<file path="src/rtl/zero_skip_mac.sv">
// zero_skip_mac: processing-element MAC with zero-pair skipping.
// Zero-flagged operand pairs bypass the multiplier: the operand registers keep
// their old value so the multiplier inputs do not toggle, and no product is
// added. One dot product is accumulated per in_last-terminated burst and then
// presented, with beat/skip statistics, on a valid/ready result port.
//
// state | meaning
// ------+-------------------------------------------------------------
// ACC   | accepting operand beats, accumulating products
// DRAIN | last beat taken; final pending product is added this cycle
// OUT   | result held on out_*; waits for out_ready
module zero_skip_mac #(
  parameter int WIDTH_A   = 16,
  parameter int WIDTH_B   = 16,
  parameter int WIDTH_ACC = 40,
  parameter int CNT_W     = 16
) (
  input  logic                 clk,
  input  logic                 rst,
  input  logic                 in_valid,
  output logic                 in_ready,
  input  logic [WIDTH_A-1:0]   A,
  input  logic [WIDTH_B-1:0]   B,
  input  logic                 Zero,
  input  logic                 in_last,
  output logic                 out_valid,
  input  logic                 out_ready,
  output logic [WIDTH_ACC-1:0] out_acc,
  output logic [CNT_W-1:0]     out_beats,
  output logic [CNT_W-1:0]     out_skips
);

  localparam int PW = WIDTH_A + WIDTH_B;

  typedef enum logic [1:0] {
    ACC   = 2'd0,
    DRAIN = 2'd1,
    OUT   = 2'd2
  } state_t;

  state_t state, next_state;

  logic signed [WIDTH_A-1:0]   a_r;
  logic signed [WIDTH_B-1:0]   b_r;
  logic                        p_v;
  logic        [WIDTH_ACC-1:0] acc;
  logic        [CNT_W-1:0]     beats;
  logic        [CNT_W-1:0]     skips;

  logic                        accept;
  logic                        done;
  logic signed [PW-1:0]        prod;
  logic signed [WIDTH_ACC-1:0] prod_ext;

  assign accept   = in_valid & in_ready;
  assign done     = out_valid & out_ready;
  assign prod     = a_r * b_r;
  assign prod_ext = WIDTH_ACC'(prod);

  assign out_acc   = acc;
  assign out_beats = beats;
  assign out_skips = skips;

  // State register.
  always_ff @(posedge clk) begin
    if (rst) state <= ACC;
    else     state <= next_state;
  end

  // Next-state and handshake outputs.
  always_comb begin
    next_state = state;
    in_ready   = 1'b0;
    out_valid  = 1'b0;
    case (state)
      ACC: begin
        in_ready = 1'b1;
        if (in_valid && in_last) next_state = DRAIN;
      end
      DRAIN: next_state = OUT;
      OUT: begin
        out_valid = 1'b1;
        if (out_ready) next_state = ACC;
      end
      default: next_state = ACC;
    endcase
  end

  // Operand stage, product accumulation and saturating burst statistics.
  always_ff @(posedge clk) begin
    if (rst) begin
      a_r   <= '0;
      b_r   <= '0;
      p_v   <= 1'b0;
      acc   <= '0;
      beats <= '0;
      skips <= '0;
    end else begin
      p_v <= accept & ~Zero;
      if (accept && !Zero) begin
        a_r <= A;
        b_r <= B;
      end
      if (accept) begin
        if (beats != '1) beats <= beats + CNT_W'(1);
        if (Zero && (skips != '1)) skips <= skips + CNT_W'(1);
      end
      if (p_v) acc <= acc + prod_ext;
      // The handshake closes the burst; nothing can be accepted in OUT, so
      // clearing here cannot collide with a new beat.
      if (done) begin
        acc   <= '0;
        beats <= '0;
        skips <= '0;
        p_v   <= 1'b0;
      end
    end
  end

endmodule

</file>
<file path="config.mk">
export PLATFORM = sky130hd
export DESIGN_NAME = zero_skip_mac
export DESIGN_NICKNAME = d
export VERILOG_FILES = /design/src/rtl/zero_skip_mac.sv
export SDC_FILE = /design/constraint.sdc
export NUM_CORES = 1
export LEC_CHECK = 0
export CAP_MARGIN = 20
export CORE_ASPECT_RATIO = 1.75
export CORE_MARGIN = 2
export CORE_UTILIZATION = 40
export CTS_BUF_LIST = sky130_fd_sc_hd__clkbuf_16
export DETAILED_ROUTE_END_ITERATION = 6
export GPL_ROUTABILITY_DRIVEN = 1
export PLACE_DENSITY = 0.71
export SYNTH_ARGS = -nofsm -noshare
export SYNTH_HDL_FRONTEND = slang
export SYNTH_SLANG_ARGS = --single-unit
</file>
<file path="constraint.sdc">
create_clock -name clk -period 7.3 [get_ports clk]
set_input_delay 1.46 -clock clk [delete_from_list [all_inputs] [get_ports clk]]
set_output_delay 1.46 -clock clk [all_outputs]
set_load 0.02 [all_outputs]
</file>
# Word level (Yosys, flattened, before mapping)
# Cells that the tools add are included.
[classes]
mul = 1
n_div = 0
n_shift = 0
addsub = 3
reduce_logical = 9
bitwise_logic = 4
order_cmp = 0
muxes = 5
n_eq_ne = 6
[ops]
columns = ["cell", "count"]
rows = [
  ["$add A40 B40 Y40", 1],
  ["$add A16 B1 Y16 const B", 2],
  ["$mul A16 B16 Y32", 1],
  ["$ne A16 B16 Y1 const B", 2],
  ["$pmux W2 S3", 1],
  ["$reduce_and A2 Y1", 3],
  ["$mux W2", 2],
  ["$ne A2 B2 Y1 const B", 2],
  ["$and A1 B1 Y1", 3],
  ["$logic_and A1 B1 Y1", 3],
  ["$eq A2 B1 Y1 const B", 1],
  ["$eq A2 B2 Y1 const B", 1],
  ["$logic_not A2 Y1", 1],
  ["$mux W1", 2],
  ["$reduce_or A2 Y1", 1],
  ["$logic_not A1 Y1", 1],
  ["$not A1 Y1", 1],
]
[totals]
memories = 0
output_inout_bits = 74
ff_bits = 107
mem_bits_ro = 0
latch_bits = 0
ramBits = 0

# Logic depth before layout (Yosys ltp)
[logic_depth]
ltp_word = 4
depth_mapped = 35
mapped_depth_nobuf = 33

# Least setup slack after synthesis
# OpenSTA, ideal clock, no wires.
[synth_path]
kind = "register to register"
from = "register a_r[10]"
to = "register acc[39] (netlist: out_acc[39])"
t_arrival_ns = 7.904
slack_ns = -0.676
setup_time_ns = 0.072
synth_period_minus_slack_ns = 7.976
path_stages_with_launch = 32
cell_sequence = "dfxtp_1 > clkbuf_1 > nand2_1 > fa_1 > fa_1 > fa_1 > fa_1 > inv_1 > fa_1 > inv_1 > fa_1 > inv_1 > ha_1 > o211ai_1 > nor3_1 > a2111oi_2 > nor4_1 > o41ai_2 > nand2b_1 > a21oi_1 > xnor2_1 > ha_1 > clkbuf_1 > nand2_1 > o21ai_0 > inv_1 > a31oi_1 > a21oi_1 > nor4_1 > o311ai_0 > a21oi_2 > mux2i_1"
[synth_between]
elab_chain_cells = 2
[synth_lines]
columns = ["element", "line_no", "source"]
rows = [
  ["from (decl)", "43", "logic signed [WIDTH_A-1:0] a_r;"],
  ["from (signal assigned)", "92", "a_r <= '0;"],
  ["from (signal assigned)", "101", "a_r <= A;"],
  ["$mul A16 B16 Y32", "57", "assign prod = a_r * b_r;"],
  ["$add A40 B40 Y40", "108", "if (p_v) acc <= acc + prod_ext;"],
  ["to (signal assigned)", "108", ""],
  ["to (decl)", "46", "logic [WIDTH_ACC-1:0] acc;"],
]
# No other way between the ends.
# A chain may end at the register's enable or synchronous reset.

# Worst setup path after layout
[layout_path]
from = "register b_r[4]"
to = "register acc[39] (netlist: out_acc[39])"
[layout_between]
elab_chain_cells = 2
[layout_lines]
columns = ["element", "line_no", "source"]
rows = [
  ["from (decl)", "44", "logic signed [WIDTH_B-1:0] b_r;"],
  ["from (signal assigned)", "93", "b_r <= '0;"],
  ["from (signal assigned)", "102", "b_r <= B;"],
  ["$mul A16 B16 Y32", "57", ""],
  ["$add A40 B40 Y40", "108", ""],
]
# No other way between the ends.

==> run summary <==
The most frequent cell on the critical path is fa_1. The internal power contribution is 1.204 mW. Once detail routing completed, the nets flagged for antenna violations numbered 0. The cell area reported after detailed placement came out at about 19000 um^2. The simple-gate area share of the yosys netlist is approximately 18%.

The die span in y is 267.7 um. The initial DRC count came out at 607. 112 I/O pins were placed. For this design the total switching power over the nets is 0.7075 mW. The horizontal die dimension came out at 154.7 um. Entering global routing, the biggest net connects 57 pins. Setup repair after global routing could not meet its margin everywhere.

Grouping stages by cell kind, the critical path spends the most delay in adder cells. The portion of the clock cycle consumed by the worst path in the final layout came out at 106.8%. The leakage component of the power came out at 10.08 nW. The synthesized-area fraction occupied by adder cells is 43.13%.

The number of synthesis warnings is 0. The instance count of the mapped netlist is 1837. The startpoint identified for the worst hold timing path is out_acc[39].

For this design, the slowest cell found on the critical path is fa_1. The number of setup violations in the final report is 17. The final number of hold-violating endpoints is 0.

The region available for standard cell placement spans 39160 um^2. STA classifies the critical path startpoint as a register. Across all layers, the routed design uses 13910 vias.

The number of H-tree levels is 3. The maximum root-to-sink buffer count came out at 2. The post-layout worst setup margin is -498.0 ps. After clock tree synthesis, the clock-pin slew on the worst setup and hold paths is 90 ps. After synthesis, the largest family of logic cells by area is adder cells. The transition time at the pin with the least slew margin is approximately 830 ps.

The classification of the worst setup path is register to register. Power comes to 1.911 mW. The diode insertion count for antenna repair is 0. The total wire length is 46.00 mm. At the end of the flow the core is filled with cells to 53.28%. The maximum resistive drop on vdd is 0.1271 mV.

The flow ran to the end, but the final reports show violations. The clock arrives with 15.47 ps of skew. Once placement completed, the tool counted placed cells totaling 2611. The fraction of power consumed by the clock network is 29.0%.

In this run the clock root is driven by a clkbuf_16. In this run, distinct cell masters in the synthesized netlist total 59. The count of pins over their slew limit is 0.

The worst setup path is captured at a register. The required time of the worst setup path came out at 7620 ps. The switching share of power is 37.02%.

The power density relative to cell area is 91.60 nW/um^2. The global-route wire length before repair is 76.60 mm. The path class of the tightest hold or removal check is register to register. The fraction of the yosys area taken by sequential cells came out at 13.48%. The number of antenna violations at the first check in global routing came out at 0. The minimum setup slack after placement came out at -630.7 ps. A synthesized cell averages 8.650 um^2.

The maximum clock rate came out at 128.2 MHz. The cell area that synthesis handed to floorplanning was about 16000 um^2. The parity-gate share of the synthesized area counting xor and xnor cells came out at 4.685%. The total iterations of the first detailed-routing run came out at 4. Synthesis produced a netlist with a net count of 2265. The area growth from synthesis to layout is 31.31%. The synthesized design contains roughly 110 register bits. The final setup TNS is -4601 ps.

The total of max-cap violations is 0. The largest fanout of any net on the critical path is 6. The effective utilization at floorplan came out at 40.58%. The overall overflow remaining after global route came out at 0. The largest stage delay on the critical path came out at 540 ps. The clock buffer count from CTS came out at 9.

The detailed-route DRC error count came out at 0. The routability-driven placement congestion ratio came out at 0.9261. After routing the design area is 20870 um^2. The most critical setup path has its startpoint at b_r[4]. The worst register-to-register path begins at b_r[4]. Dividing the detail-routed wire length by the instance count gives about 17 um. The data arrival time at the worst-slack endpoint came out at 8120 ps. The clock insertion delay at the later pin of the skew report came out at 390 ps. The initialized floorplan defines 96 standard-cell rows. The number of flops mapped to enable cells by yosys is 0. Dividing the detail-routed via count by the number of cells gives a little over 5. The half-perimeter wire length of the detailed placement result came out at 37.34 mm. The net total in the final layout came out at roughly 2600.

The fraction of final layout cells sized beyond drive strength 1 is 21.75%. The sequential fraction of design power came out at 32.9%. The die covers 41400 um^2.

The headroom to the max-slew limit is 44.45%. The fraction of the mapped netlist area in compound gates is between 10% and 20%. The share of async-settable or async-resettable flops after synthesis came out at 0%.

TritonCTS built the clock tree. Combinational logic is responsible for 38.1% of the overall power. The post-route minimum period came out at 7798 ps. The most common flop cell mapped by yosys is dfxtp_1.

The final reports fail on setup timing. The global-route usage over all layers came out at 23.18%. The multiplexer share of the synthesized area came out at 1.701%. The number of sinks handled by clock tree synthesis is 107. The number of hold buffers added after CTS came out at 0. The number of buffer cells added on primary ports came out at about 110. The number of standard cells in the final layout excluding fillers is 2679. The number of global-route vias before repair was 15710. The combined buffer and inverter count along the critical path came out at 5. The layout has 3497 filler cells. The post-route worst hold slack is 496.8 ps.
==> area by class of cell <==
| type | count | area (um^2) | area share (%) |
|---|---|---|---|
| clock buffers | 9 | 225.2 | 1.079 |
| clock inverters | 7 | 93.84 | 0.4497 |
| inverters | 306 | 1149 | 5.505 |
| multi-input cells | 1360 | 13170 | 63.10 |
| flip-flops and latches | 107 | 2200 | 10.54 |
| well taps | 490 | 613.1 | 2.938 |
| repair buffers | 400 | 3420 | 16.39 |
==> logic make-up (layout without fill, tap and decap cells) <==
| logic type | count (synthesis) | count (layout) |
|---|---|---|
| AOI/OAI and AO/OA | 263 | 263 |
| xor gates and xnor gates | 85 | 85 |
| adders and majority gates | 390 | 390 |
| buffers and inverters | 370 | 722 |
| DFF | 107 | 107 |
| muxes | 27 | 27 |
| and+or+nand+nor | 595 | 595 |
==> worst register-to-register path, delay by kind of cell (launching register included) <==
| family | cells | cell delay (ps) |
|---|---|---|
| XOR/XNOR | 1 | 190 |
| AND/OR/NAND/NOR | 5 | 1050 |
| AO/OA/AOI/OAI | 9 | 2010 |
| flip-flops | 1 | 380 |
| buffers and inverters | 5 | 360 |
| multiplexers | 1 | 190 |
| adder cells (fa/ha/maj) | 8 | 3530 |
==> cells in the final DEF (no fill, tap or decap), types with 11 or more instances in the layout <==
cell type and count:
buf_4 259, a21oi_1 77, nand2_1 228, xnor2_1 46, clkdlybuf4s50_1 111, fa_1 253, nand3_1 24, nand2b_1 12
dfxtp_2 13, dfxtp_4 11, inv_2 13, o21a_1 15, a211oi_1 12, xor2_1 35, o21ai_0 27, inv_1 292
and2_1 117, nand4_1 18, nor2_1 112, ha_4 11, buf_6 27, ha_1 112, dfxtp_1 83, a21oi_2 21
mux2i_1 27, and3_1 11, a21o_1 30
==> state kept, by name (all words and copies together) (netlist names) <==
signal and cells:
out_skips 16, b_r 16, a_r 16, out_beats 16, state 2, p_v 1, out_acc 40
==> cells in the mapped netlist, drive strengths merged, types with 2 or more instances <==
cell type	instances	area (um^2)
xor2	35	306.5
o31ai	4	30.03
nor2	118	442.9
o41ai	2	32.53
clkbuf	61	229.0
xnor2	50	437.9
a41o	2	20.02
mux2i	27	270.3
dfxtp	107	2142
a21oi	102	518.0
o211ai	7	57.55
o31a	3	26.28
buf	3	11.26
and2	126	788.3
o21bai	7	52.55
a211oi	16	120.1
nor3	17	85.08
o21ai	45	225.2
and4	3	26.28
or2	3	18.77
or3	8	50.05
a31oi	5	31.28
a41oi	4	35.03
a21boi	3	22.52
and3	12	75.07
o21a	15	112.6
inv	305	1145
nor3b	2	15.01
o2111ai	5	43.79
nand3	25	125.1
fa	263	5265
a21o	31	232.7
nand2	234	878.3
nand2b	13	81.33
nor2b	8	57.55
nor4	5	31.28
nand4	18	112.6
ha	127	1589
==> power groups by stage <==
stage	registers [mW]	clock network [mW]	logic, mW
finish	0.629	0.555	0.728
global route	0.631	0.585	0.795
CTS	0.628	0.568	0.699
detailed placement	0.644	0	0.641
global placement	0.644	0	0.635
floorplan	0.639	0	0.357
==> worst paths after layout <==
| path | cells after the start | to | slack (ps) |
|---|---|---|---|
| max reg2reg | 29 | out_acc[39] | -500 |
| max | 29 | out_acc[39] | -500 |
| min | 2 | out_acc[39] | 500 |
| min reg2reg | 2 | out_acc[39] | 500 |
==> per-layer routing <==
metal  GRT usage [%]  up-vias  wire (um)
met3           3.155      135       1350
met5               0        -          0
li1                -     6500          -
met2           45.75      311      26080
met1           23.30     6966      16240
met4           11.81        0       2331
==> repair_timing <==
action | 4_1_cts | 5_1_grt
hold endpoints to repair | 0 | 0
pin swaps | 90 | 66
gates resized for setup | 140 | 69
buffers inserted | 38 | 19
endpoints found under the setup margin | 19 | 21
(Power assumes the default switching activity.)
